===== config.mk =====
export PLATFORM = sky130hd
export DESIGN_NAME = serial_subtractor_flat
export DESIGN_NICKNAME = d
export VERILOG_FILES = /design/src/rtl/serial_subtractor_if.sv /design/src/rtl/serial_subtractor.sv /design/src/flat_wrapper.sv
export SDC_FILE = /design/constraint.sdc
export NUM_CORES = 1
export LEC_CHECK = 0
export CORE_MARGIN = 8
export CORE_UTILIZATION = 56
export DETAILED_ROUTE_END_ITERATION = 10
export GPL_ROUTABILITY_DRIVEN = 0
export MAX_ROUTING_LAYER = met4
export PLACE_DENSITY = 0.83
export SLEW_MARGIN = 25
export SYNTH_ARGS = -nofsm -noshare
export SYNTH_HDL_FRONTEND = slang
export SYNTH_SLANG_ARGS = --single-unit

===== constraint.sdc =====
create_clock -name clk -period 3.4 [get_ports clk]
set_clock_uncertainty 0.1 [all_clocks]
set_input_delay 0.68 -clock clk [delete_from_list [all_inputs] [get_ports clk]]
set_output_delay 0.68 -clock clk [all_outputs]
set_load 0.01 [all_outputs]

===== src/rtl/serial_subtractor_if.sv =====
// rtl/serial_subtractor_if.sv - operand/result handshake bundle for the bit-serial subtractor
interface serial_subtractor_if #(
    parameter int WIDTH = 8
);
    logic             start;
    logic [WIDTH-1:0] a;
    logic [WIDTH-1:0] b;
    logic             bin;
    logic             busy;
    logic             done;
    logic [WIDTH-1:0] diff;
    logic             bout;

    modport master (
        output start, a, b, bin,
        input  busy, done, diff, bout
    );

    modport slave (
        input  start, a, b, bin,
        output busy, done, diff, bout
    );
endinterface


===== src/rtl/serial_subtractor.sv =====
// rtl/serial_subtractor.sv - LSB-first bit-serial a - b - bin with start/busy/done handshake
module full_subtractor_cell (
    input  logic a,
    input  logic b,
    input  logic bin,
    output logic d,
    output logic bout
);
    always_comb begin
        d    = a ^ b ^ bin;
        bout = (~a & b) | (~(a ^ b) & bin);
    end
endmodule

module serial_subtractor #(
    parameter int WIDTH = 8
) (
    input  logic               clk,
    input  logic               rst_n,
    serial_subtractor_if.slave io
);
    localparam int CW = (WIDTH > 1) ? $clog2(WIDTH) : 1;
    localparam logic [CW-1:0] LAST = CW'(WIDTH - 1);

    typedef enum logic [1:0] {
        IDLE   = 2'd0,
        SHIFT  = 2'd1,
        DONE_S = 2'd2
    } state_t;

    state_t           state;
    logic [WIDTH-1:0] a_sh;
    logic [WIDTH-1:0] b_sh;
    logic [WIDTH-1:0] res_sh;
    logic [WIDTH-1:0] res_next;
    logic [CW-1:0]    cnt;
    logic             borrow;
    logic             cell_d;
    logic             cell_nb;
    logic             busy_q;
    logic             done_q;
    logic [WIDTH-1:0] diff_q;
    logic             bout_q;

    full_subtractor_cell u_cell (
        .a    (a_sh[0]),
        .b    (b_sh[0]),
        .bin  (borrow),
        .d    (cell_d),
        .bout (cell_nb)
    );

    // Result bits enter at the MSB so the first (LSB) bit lands at bit 0 after WIDTH shifts.
    assign res_next = {cell_d, res_sh[WIDTH-1:1]};

    always_ff @(posedge clk or negedge rst_n) begin
        if (!rst_n) begin
            state  <= IDLE;
            a_sh   <= '0;
            b_sh   <= '0;
            res_sh <= '0;
            cnt    <= '0;
            borrow <= 1'b0;
            busy_q <= 1'b0;
            done_q <= 1'b0;
            diff_q <= '0;
            bout_q <= 1'b0;
        end else begin
            case (state)
                IDLE: begin
                    if (io.start) begin
                        a_sh   <= io.a;
                        b_sh   <= io.b;
                        borrow <= io.bin;
                        cnt    <= '0;
                        res_sh <= '0;
                        busy_q <= 1'b1;
                        state  <= SHIFT;
                    end
                end
                SHIFT: begin
                    a_sh   <= a_sh >> 1;
                    b_sh   <= b_sh >> 1;
                    res_sh <= res_next;
                    borrow <= cell_nb;
                    // Counter stops at WIDTH-1 so it never wraps for power-of-two widths.
                    if (cnt == LAST) begin
                        diff_q <= res_next;
                        bout_q <= cell_nb;
                        done_q <= 1'b1;
                        state  <= DONE_S;
                    end else begin
                        cnt <= cnt + 1'b1;
                    end
                end
                DONE_S: begin
                    done_q <= 1'b0;
                    busy_q <= 1'b0;
                    state  <= IDLE;
                end
                default: begin
                    done_q <= 1'b0;
                    busy_q <= 1'b0;
                    state  <= IDLE;
                end
            endcase
        end
    end

    assign io.busy = busy_q;
    assign io.done = done_q;
    assign io.diff = diff_q;
    assign io.bout = bout_q;
endmodule


===== src/flat_wrapper.sv =====
// flat-port wrapper written by rule: the top's interface ports become plain ports
module serial_subtractor_flat 
#(
    parameter int WIDTH = 8
)
  (clk, rst_n, io_start, io_a, io_b, io_bin, io_busy, io_done, io_diff, io_bout);
  serial_subtractor_if #(.WIDTH(WIDTH)) io_i ();
  input  logic clk;
  input  logic rst_n;
  input wire logic [$bits(io_i.start)-1:0] io_start;
  input wire logic [$bits(io_i.a)-1:0] io_a;
  input wire logic [$bits(io_i.b)-1:0] io_b;
  input wire logic [$bits(io_i.bin)-1:0] io_bin;
  output wire logic [$bits(io_i.busy)-1:0] io_busy;
  output wire logic [$bits(io_i.done)-1:0] io_done;
  output wire logic [$bits(io_i.diff)-1:0] io_diff;
  output wire logic [$bits(io_i.bout)-1:0] io_bout;
  assign io_i.start = io_start;
  assign io_i.a = io_a;
  assign io_i.b = io_b;
  assign io_i.bin = io_bin;
  assign io_busy = io_i.busy;
  assign io_done = io_i.done;
  assign io_diff = io_i.diff;
  assign io_bout = io_i.bout;
  serial_subtractor #(.WIDTH(WIDTH)) u_core (.clk(clk), .rst_n(rst_n), .io(io_i));
endmodule

# ---- After elaboration in Yosys (flattened, before gate mapping)
# Index checks and enable logic that the tools add are counted.
dict set report classes {
  add_sub_neg 1
  n_reduce_logical 8
  eq_ne 5
  n_mux 18
  bitwise 9
}
# operator n
set op_table {}
lappend op_table {{8-bit case mux with 2 select lines} 3}
lappend op_table {{8-bit two-way mux} 3}
lappend op_table {{2-bit AND reduction} 5}
lappend op_table {{3-bit two-way mux} 2}
lappend op_table {{1-bit case mux with 2 select lines} 3}
lappend op_table {{3-bit case mux with 2 select lines} 1}
lappend op_table {{2-bit two-way mux} 2}
lappend op_table {{2-bit != test (second input constant)} 2}
lappend op_table {{1-bit inverter} 4}
lappend op_table {{2-bit case mux with 2 select lines} 1}
lappend op_table {{3-bit by 1-bit adder with 3-bit output (second input constant)} 1}
lappend op_table {{3-bit == test (second input constant)} 1}
lappend op_table {{1-bit two-way mux} 3}
lappend op_table {{3-bit AND reduction} 1}
lappend op_table {{1-bit AND} 2}
lappend op_table {{2-bit by 1-bit == test with 1-bit output (second input constant)} 1}
lappend op_table {{2-bit logical NOT} 1}
lappend op_table {{2-bit by 1-bit != test with 1-bit output (second input constant)} 1}
lappend op_table {{2-bit nonzero test} 1}
lappend op_table {{1-bit XOR} 2}
lappend op_table {{1-bit OR} 1}
dict set report word_totals {
  out_inout_bits 11
  reg_bits 41
  word_cells 51
  in_bits 20
}

# ---- Depth between registers and ports, before layout
# Gate-level depths: netlist of the first run.
dict set report logic_depth {
  word_depth 5
  mapped_depth 5
  depth_no_buf 4
}

# ---- Modules after synthesis
# Synthesis of the first run repeated with hierarchy kept, for this count alone.
dict set report unflattened {
  cells_unflattened 151
  hier_area_um2 1836.8
}
# mod instances cells_per_inst seq_area_each_um2 area_per_inst_um2
set by_module_without_submodules {}
lappend by_module_without_submodules {serial_subtractor 1 147 1001.0 1805.5}
lappend by_module_without_submodules {full_subtractor_cell 1 4 0.0 31.3}

# ---- Least setup slack after synthesis of the first run
# Ideal clock, no wire load.
dict set report synth_timing {
  path_kind {register -> register}
  start {reg u_core.cnt[0]}
  end {reg u_core.diff_q[0], in the netlist u_core.io.diff[0]}
  setup_ps 128
  n_path_buf 1
  t_arrival_ps 1424
  t_required_ps 3172
  synth_period_minus_slack_ps 1652
  path_stages_with_launch 6
  setup_slack_ps 1748
  path_cell_list {dfrtp_1 -> ha_1 -> ha_1 -> nand3b_1 -> buf_2 -> mux2_1}
}
dict set report synth_between {
  elab_chain_len 2
}
# item line_no
set synth_lines {}
lappend synth_lines {{from (decl)} serial_subtractor.sv:36} ;# logic [CW-1:0] cnt;
lappend synth_lines {{from (signal assigned)} serial_subtractor.sv:93} ;# cnt <= cnt + 1'b1;
lappend synth_lines {{3-bit == test} serial_subtractor.sv:87} ;# if (cnt == LAST) begin
lappend synth_lines {{2-bit AND reduction (no source line)} -}
lappend synth_lines {{to (signal assigned)} serial_subtractor.sv:88} ;# diff_q <= res_next;
lappend synth_lines {{to (decl)} serial_subtractor.sv:42} ;# logic [WIDTH-1:0] diff_q;
# Every way passes these cells.
# A chain may end at the register's enable or synchronous reset.

# ---- Final worst setup path of the first run
dict set report layout_timing {
  start {reg u_core.diff_q[3], in the netlist u_core.io.diff[3]}
  end {out io_diff[3]}
}
# item line_no
set layout_lines {}
lappend layout_lines {{to (decl)} flat_wrapper.sv:16} ;# output wire logic [$bits(io_i.diff)-1:0] io_diff;
# No word-level cell between the ends.

==> results.md, run 1 <==
Run status:
- The run finished with clean final reports.

Detailed routing:
- The number of DRC violations after detailed routing is 0.
- The initial detailed-routing violation count is 92.
- The detailed-route vias per instance is ~5.8.
- The first detailed-routing pass ran for 4 iterations.
- The final wirelength is 3.589 mm.
- The routed layout has 1269 vias.
- The count of nets left with antenna violations once routing finished came out at 0.
- Dividing the detail-routed wire length by the instance count gives 16.31 um.

Global routing:
- The number of antenna violations at the first check in global routing is 0.
- After global routing the overflow that remains totals 0.
- The global-route wire length before repair is 6.009 mm.
- The via count of the first global-routing pass is around 1300.
- In the global route stage, overall resource usage came out at 15.09%.
- Entering global routing, the biggest net connects 41 pins.

Power and ir drop:
- The power consumption is approximately 1900 uW.
- The leakage power of the design is 0.0009749 uW.
- The power density over the cells is 838.1 nW/um2.
- VDD sags by at most ~0.00047 V.

Finish:
- The share of final-layout standard cells stronger than drive strength 1 is between 10% and 20%.
- The layout has 254 filler cells.
- Leaving out fill and tap cells, the most frequent cells in the layout are 40 x sky130_fd_sc_hd__dfrtp_1, 29 x sky130_fd_sc_hd__clkdlybuf4s50_1, 17 x sky130_fd_sc_hd__inv_1.
- The number of antenna cells inserted is 0.
- The library cell used most frequently in the layout, excluding fill and tap cells, is sky130_fd_sc_hd__dfrtp_1.
- The final net count is slightly below 200.
- Relative to the synthesized area, the layout overhead comes to 19.92%.

Setup path:
- The peak per-stage delay on the critical path is 0.54 ns.
- For the worst setup path, the data required time is 2.62 ns.
- In this run the register-to-register setup slack is roughly 1.4 ns.
- Of all nets on the critical path, the largest fanout is 2.
- Following the worst setup path forward leads to its endpoint at io_diff[3].
- The path depth of the worst reg2reg path is 2.
- The critical path goes through clkdlybuf4s50_1.
- The arrival time of data at the critical path endpoint is 1.27 ns.
- The worst register-to-register path begins at u_core.state[1]$_DFFE_PN0P_.
- The worst setup path is captured at an output pin.
- The category of the worst setup path launch point is a flop.
- Together, buffers and inverters on the worst path number 1.
- The capture instance of the worst register-to-register path is u_core.io.diff[4]$_DFFE_PN0P_.
- The largest individual stage delay along the critical path comes from the cell sky130_fd_sc_hd__clkdlybuf4s50_1.
- The critical path starts at u_core.io.diff[3]$_DFFE_PN0P_.
- The total number of cells along the worst setup path is 1.
- On the critical path the largest part of the delay comes from buffers and inverters.
- The worst setup path is of the reg2out kind.

Floorplanning:
- The initial utilization of the core area, before any placement, comes to 57.07%.
- The x dimension of the die is 73.62 um.
- The area of the core region is roughly 3300 um2.
- The number of top-level design ports is 31.
- The die area is 5420 um2.
- The floorplan step set the die height to 73.62 um.
- The row count is 21.

Synthesis:
- The number of distinct library cells after synthesis is 28.
- The synthesized area per cell is 12.73 um2.
- During synthesis, Yosys emitted a total of 0 warnings.
- The top cell type by area accounts for 53.84% of the synthesized area.
- After synthesis, the cell types taking the most area are sky130_fd_sc_hd__dfrtp_1 54%, sky130_fd_sc_hd__mux2_1 4.8%, sky130_fd_sc_hd__o221a_2 3.6%.
- Of all cell types, the one taking the most synthesized area is sky130_fd_sc_hd__dfrtp_1.
- The post-synthesis instance area is ~1900 um2.
- The number of instances in the synthesized netlist is ~150.
- Sequential cells were found to cover 53.84% of the synthesized design area.
- The flip-flop and latch count after synthesis is 40.
- The number of nets produced by synthesis is 169.

Placement:
- The number of port buffers is 30.
- The detailed placement HPWL is 2.545 mm.
- OpenSTA, run right after detailed placement, puts the worst setup slack at 0.9880 ns.

Timing:
- The maximum frequency from static timing analysis is 487.8 MHz.
- The normalized max-slew margin is a little over two fifths.
- The number of pins with negative max-slew slack in the final report is 0.
- The number of hold violations in the final report is 0.
- The final worst-path setup slack is approximately 1.4 ns.
- The worst path uses 60.29% of the clock period.
- Setup repair after global routing left no endpoint under its margin.
- The transition time of the tightest slew-check pin is 0.8685 ns.
- The number of endpoints failing setup at the final stage is 0.
- The sum of negative setup slack is 0 ns.
- The minimum clock period is 2.050 ns.

Hold path:
- In this run the worst hold path is classified as in2async.

CTS:
- Hold repair after CTS inserted 0 buffers.
- Gates resized during post-CTS repair numbered 0.
- TritonCTS built the clock tree.
- The root cell of the clock tree is sky130_fd_sc_hd__clkbuf_4.
- Clock-pin slew was measured on the worst setup and hold paths at roughly 0.12 ns.
- The number of clock sinks is 40.
- In this run, CTS created clock tree buffers numbering 5.
- The number of H-tree branching levels is 2.
- Once the clock tree was built, the setup fixing pass inserted 0 buffers.
- The insertion delay of the later-clocked pin in the worst-skew pair is 0.35 ns.
- Counting along the longest clock path gives a buffer depth of 2.

Run:
- Max-cap violations in this run came to 0.
how the worst min path moves through the flow:
stage                                          to  cells past startpoint  slack [ns]                           from
finish               u_core.res_sh[1]$_DFFE_PN0P_                      1        0.32                          rst_n
global route        u_core.io.diff[2]$_DFFE_PN0P_                      1        0.39                          rst_n
CTS                  u_core.res_sh[1]$_DFFE_PN0P_                      1        0.34                          rst_n
detailed placement  u_core.io.diff[0]$_DFFE_PN0P_                      1        0.38  u_core.io.diff[0]$_DFFE_PN0P_
global placement    u_core.io.diff[3]$_DFFE_PN0P_                      1        0.37  u_core.io.diff[3]$_DFFE_PN0P_
floorplan              u_core.a_sh[0]$_DFFE_PN0P_                      0        0.28                          rst_n
kinds of logic (layout without fill, tap and decap cells):
kind of cell,count (synthesis),in the layout,synth area share (%)
and+or+nand+nor,33,33,13.86
adders and majority gates,3,3,2.422
DFF,40,40,53.84
AOI/OAI and AO/OA,32,32,16.89
muxes,9,9,5.384
buffers and inverters,29,57,7.604
sequential cells by signal (all words and copies together), names as in the netlist:
name / flops
u_core.cnt: 3
u_core.io.bout: 1
u_core.a_sh: 8
u_core.state: 2
u_core.b_sh: 8
u_core.io.diff: 8
u_core.res_sh: 7
u_core.borrow: 1
u_core.io.busy: 1
u_core.io.done: 1
synthesized netlist by cell type (all sizes together):
| library cell | n |
|---|---|
| nor2 | 1 |
| nand3b | 3 |
| a221oi | 9 |
| a21oi | 3 |
| nand2b | 4 |
| mux2 | 8 |
| mux2i | 1 |
| o221ai | 5 |
| nor4b | 9 |
| ha | 2 |
| or4b | 6 |
| nand3 | 3 |
| o21bai | 1 |
| buf | 12 |
| o21ba | 1 |
| a22o | 7 |
| o221a | 6 |
| dfrtp | 40 |
| or2 | 2 |
| nor2b | 1 |
| nand2 | 4 |
| inv | 17 |
| fa | 1 |
per-layer routing:
layer / track usage (%) / vias up / part of all wire (%) / wire length, um
met3: 6.412 / 5 / 6.3 / 225
met1: 16.51 / 633 / 42 / 1511
met2: 23.92 / 33 / 50 / 1802
met4: 5.543 / 0 / 1.4 / 49
met5: - / - / 0 / 0
li1: - / 598 / - / -
final cells by class:
cell class / instances / area, um2 / area share, %
inverters: 17 / 63.81 / 2.862
multi-input cells: 77 / 716.9 / 32.15
clock buffers: 5 / 37.54 / 1.684
clock inverters: 3 / 42.54 / 1.908
flip-flops and latches: 40 / 1001 / 44.89
well taps: 46 / 57.56 / 2.581
repair buffers: 32 / 310.3 / 13.92
stage by stage:
step                      area [um2]  util, %  std cells  hold WS [ns]
after floorplan                 1859        -        146        0.2844
after global placement          2150    65.98        212        0.3721
after detailed placement        2150    65.98        212        0.3814
after CTS                       2230    68.43        220        0.3392
after global routing            2230    68.43        220        0.3852
final                           2230    68.43        220        0.3214
power by group:
group          internal [uW]  switching (uW)
clock                    153             156
combinational            399             352
sequential               685             124
total                   1240             632
(Power assumes the default switching activity.)
==> inputs of run 2 (changes only) <==
--- a/config.mk
+++ b/config.mk
@@ -6,11 +6,11 @@
 export NUM_CORES = 1
 export LEC_CHECK = 0
 export CORE_MARGIN = 8
-export CORE_UTILIZATION = 56
+export CORE_UTILIZATION = 47
 export DETAILED_ROUTE_END_ITERATION = 10
 export GPL_ROUTABILITY_DRIVEN = 0
 export MAX_ROUTING_LAYER = met4
-export PLACE_DENSITY = 0.83
+export PLACE_DENSITY = 0.75
 export SLEW_MARGIN = 25
 export SYNTH_ARGS = -nofsm -noshare
 export SYNTH_HDL_FRONTEND = slang
==> constraint.sdc (replaced) <==
create_clock -name clk -period 1.7 [get_ports clk]
set_clock_uncertainty 0.1 [all_clocks]
set_input_delay 0.34 -clock clk [delete_from_list [all_inputs] [get_ports clk]]
set_output_delay 0.34 -clock clk [all_outputs]
set_load 0.01 [all_outputs]
==> run 2 against run 1 <==
Compared with the run above:
- die area grew 15%
- total power grew 110%
- worst setup slack lost 1.3 ns
- non-clock buffer count rose by 5
- wire length is 0.61% higher
- clock power rose to 2.7 times the previous value
- count of clock-buffer cells in the layout is 2 higher
- final cell count is 4.1% higher
- flip-flop and latch count is the same
- critical path type is now reg2reg
- critical endpoint is now u_core.io.diff[7]$_DFFE_PN0P_
- largest power group unchanged
- highest routed layer unchanged
==> results.md, run 2 (synthesized netlist as in run 1, its figures left out) <==
Timing:
- The sum of negative setup slack is 0 ns.
- The transition time of the tightest slew-check pin is approximately 0.70 ns.
- The number of pins with negative max-slew slack in the final report is 0.
- The period utilization is between 90% and 100%.
- Headroom to the max-slew limit came out at 53.15%.
- Setup violations remaining at the end of the flow were counted as 0.
- Static timing analysis puts the maximum clock frequency at 607.6 MHz.
- The number of hold violations in the final report came to 0.
- Subtracting the final worst setup slack from the clock period gives 1.646 ns.
- Setup repair after global routing left no endpoint under its margin.

Floorplanning:
- 31 I/O pins were placed.
- Once the floorplan was initialized, standard cells occupied 47.51% of the core.
- The floorplan has 23 rows.
- The die is 78.90 um tall.
- The die covers a little over 6000 um2.
- The die is 78.90 um wide.
- The area of the core region is 3914 um2.

CTS:
- The insertion delay of the later-clocked pin in the worst-skew pair is 0.29 ns.
- In this run the clock root is driven by a sky130_fd_sc_hd__clkbuf_8.
- The hold buffer count at cts is 0.
- TritonCTS built the clock tree.
- The number of buffers between clock root and the deepest sink is 2.
- After clock tree synthesis, the clock-pin slew on the worst setup and hold paths is about 0.080 ns.
- The number of clock buffers inserted by TritonCTS is 5.
- The number of H-tree branching levels is 2.
- The number of clock sinks is 40.

Run status:
- The run finished with clean final reports.

Setup path:
- The number of buffer and inverter instances along the worst setup path is 1.
- The worst setup path is captured at a flop.
- The worst setup path is launched from a flop.
- The total number of cells along the worst setup path is 5.
- The source of the critical timing path is u_core.cnt[0]$_DFFE_PN0P_.
- Among cell families on the critical path, the largest total delay comes from flip-flops.
- In this design, the critical path's most frequently occurring cell is sky130_fd_sc_hd__ha_1.
- The startpoint identified for the worst register-to-register timing path is u_core.cnt[0]$_DFFE_PN0P_.
- The worst register-to-register path ends at u_core.io.diff[7]$_DFFE_PN0P_.
- The capture point of the critical path is u_core.io.diff[7]$_DFFE_PN0P_.
- The arrival time of data at the critical path endpoint is 1.71 ns.
- The critical path is of the reg2reg type.
- The register-to-register setup slack is 0.05 ns.
- The largest fanout on the critical path is 10.
- Traced cell by cell, the critical path runs through ha_1 -> ha_1 -> nand3b_1 -> buf_12 -> mux2_1.
- The peak per-stage delay on the critical path is about 0.42 ns.
- The data required time of the worst path is 1.77 ns.
- The path depth of the worst reg2reg path is 5.
- The cell with the largest stage delay on the worst path is sky130_fd_sc_hd__dfrtp_1.

Finish:
- The area added between synthesis and finish is 25.50%.
- In the layout the commonest cells are 40 x sky130_fd_sc_hd__dfrtp_1, 29 x sky130_fd_sc_hd__clkdlybuf4s50_1, 17 x sky130_fd_sc_hd__inv_1.
- The number of fillers in the final layout is around 340.
- The post-route non-filler standard cell count is 229.
- The repair_antennas step left the layout with diodes totalling 0.
- Of the cells placed in the final design, the portion with a size suffix greater than 1 is 17.32%.
- The leading cell type in the layout, fill and taps excluded is sky130_fd_sc_hd__dfrtp_1.
- For this run, the post-layout net count is 201.

Detailed routing:
- The number of DRC violations after detailed routing is 0.
- The first routing iteration left 61 violations.
- The detailed-route vias per instance is 5.467.
- The routed length per instance is 15.77 um.
- The first-pass detailed-route iteration total is 4.
- The total number of vias is ~1300.
- The final wirelength is 3.611 mm.
- Once detail routing completed, the nets flagged for antenna violations numbered 0.

Power and ir drop:
- Summed over all cells, the static leakage comes to between 0.001 and 0.0015 uW.
- Power spread over the standard cell area amounts to 1699 nW/um2.
- The worst-case IR drop observed on VDD is 0.0008133 V.

Global routing:
- Entering global routing, the biggest net connects 41 pins.
- The overall overflow remaining after global route is 0.
- The number of antenna violations at the first check in global routing is 0.
- The global-route usage over all layers is 12.30%.
- The via count of the first global-routing pass was 1240.
- The first global-routing pass estimated 5.954 mm of wire.

Placement:
- The number of port buffers is 30.
- The detailed placement HPWL is approximately 2.5 mm.
- The placed cell count is approximately 220.

Hold path:
- The worst hold path belongs to the class in2async.

Run:
- The reported max-cap violation count is 0.
## run 2: cell count changes in the layout (fill, tap and decap cells not counted), sizes merged
cell	delta
clkbuf	+2
clkinv	-1
clkinvlp	-1
buf	+5
## run 2: repair_timing
action / CTS / global route
gates resized for setup: 1 / 0
setup buffers: 0 / 0
endpoints found under the setup margin: 16 / 0
## run 2: through the flow
step                      util, %  worst slack, ns  area (um2)  power (uW)  hold slack, ns
after floorplan                 -          0.04845        1859        2656        -0.05559
after global placement      56.33          -0.1020        2205        3076          0.3211
after detailed placement    56.33          -0.1757        2205        3169          0.3242
after CTS                   59.62          0.04599        2333        4000        0.009658
after global routing        59.62         0.001974        2333        4222         0.04827
final                       59.62          0.05420        2333        3966       0.0009145
## run 2: worst min-delay path by stage
stage	startpoint	to	slack (ns)	cells after the start
2_1_floorplan	rst_n	u_core.a_sh[0]$_DFFE_PN0P_	-0.06	0
3_3_place_gp	rst_n	u_core.a_sh[1]$_DFFE_PN0P_	0.32	2
3_5_place_dp	rst_n	u_core.io.diff[0]$_DFFE_PN0P_	0.32	2
4_1_cts	rst_n	u_core.borrow$_DFFE_PN0P_	0.01	2
5_1_grt	rst_n	u_core.a_sh[2]$_DFFE_PN0P_	0.05	2
6_report	rst_n	u_core.state[0]$_DFFE_PN0P_	0.0009	2
## run 2: where the power goes
part	total (uW)	leakage, uW	switching, uW	internal [uW]
clock	825	0.0000645	307	518
combinational	1530	0.000478	717	817
sequential	1610	0.000489	234	1370
## run 2: final cells by class
| cell class | count | area [um2] | share of cell area (%) |
|---|---|---|---|
| timing repair buffer | 37 | 360.3 | 15.44 |
| clock inverter | 1 | 30.03 | 1.287 |
| clock buffer | 7 | 96.34 | 4.129 |
| multi-input combinational | 77 | 719.4 | 30.83 |
| inverter | 17 | 63.81 | 2.735 |
| sequential | 40 | 1001 | 42.90 |
| tap | 50 | 62.56 | 2.681 |
## run 2: per-layer routing
layer,global-route usage (%),up-vias,routed length [um]
met5,-,-,0
met4,3.333,0,46
met3,4.063,7,172
met2,18.31,23,1717
met1,15.71,619,1674
li1,-,603,-
## run 2: worst register-to-register path, delay by kind of cell (launching register included)
family	cells	cell delay, ns
DFF	1	0.42
adders and majority gates	2	0.40
muxes	1	0.32
buffers and inverters	1	0.15
and+or+nand+nor	1	0.13
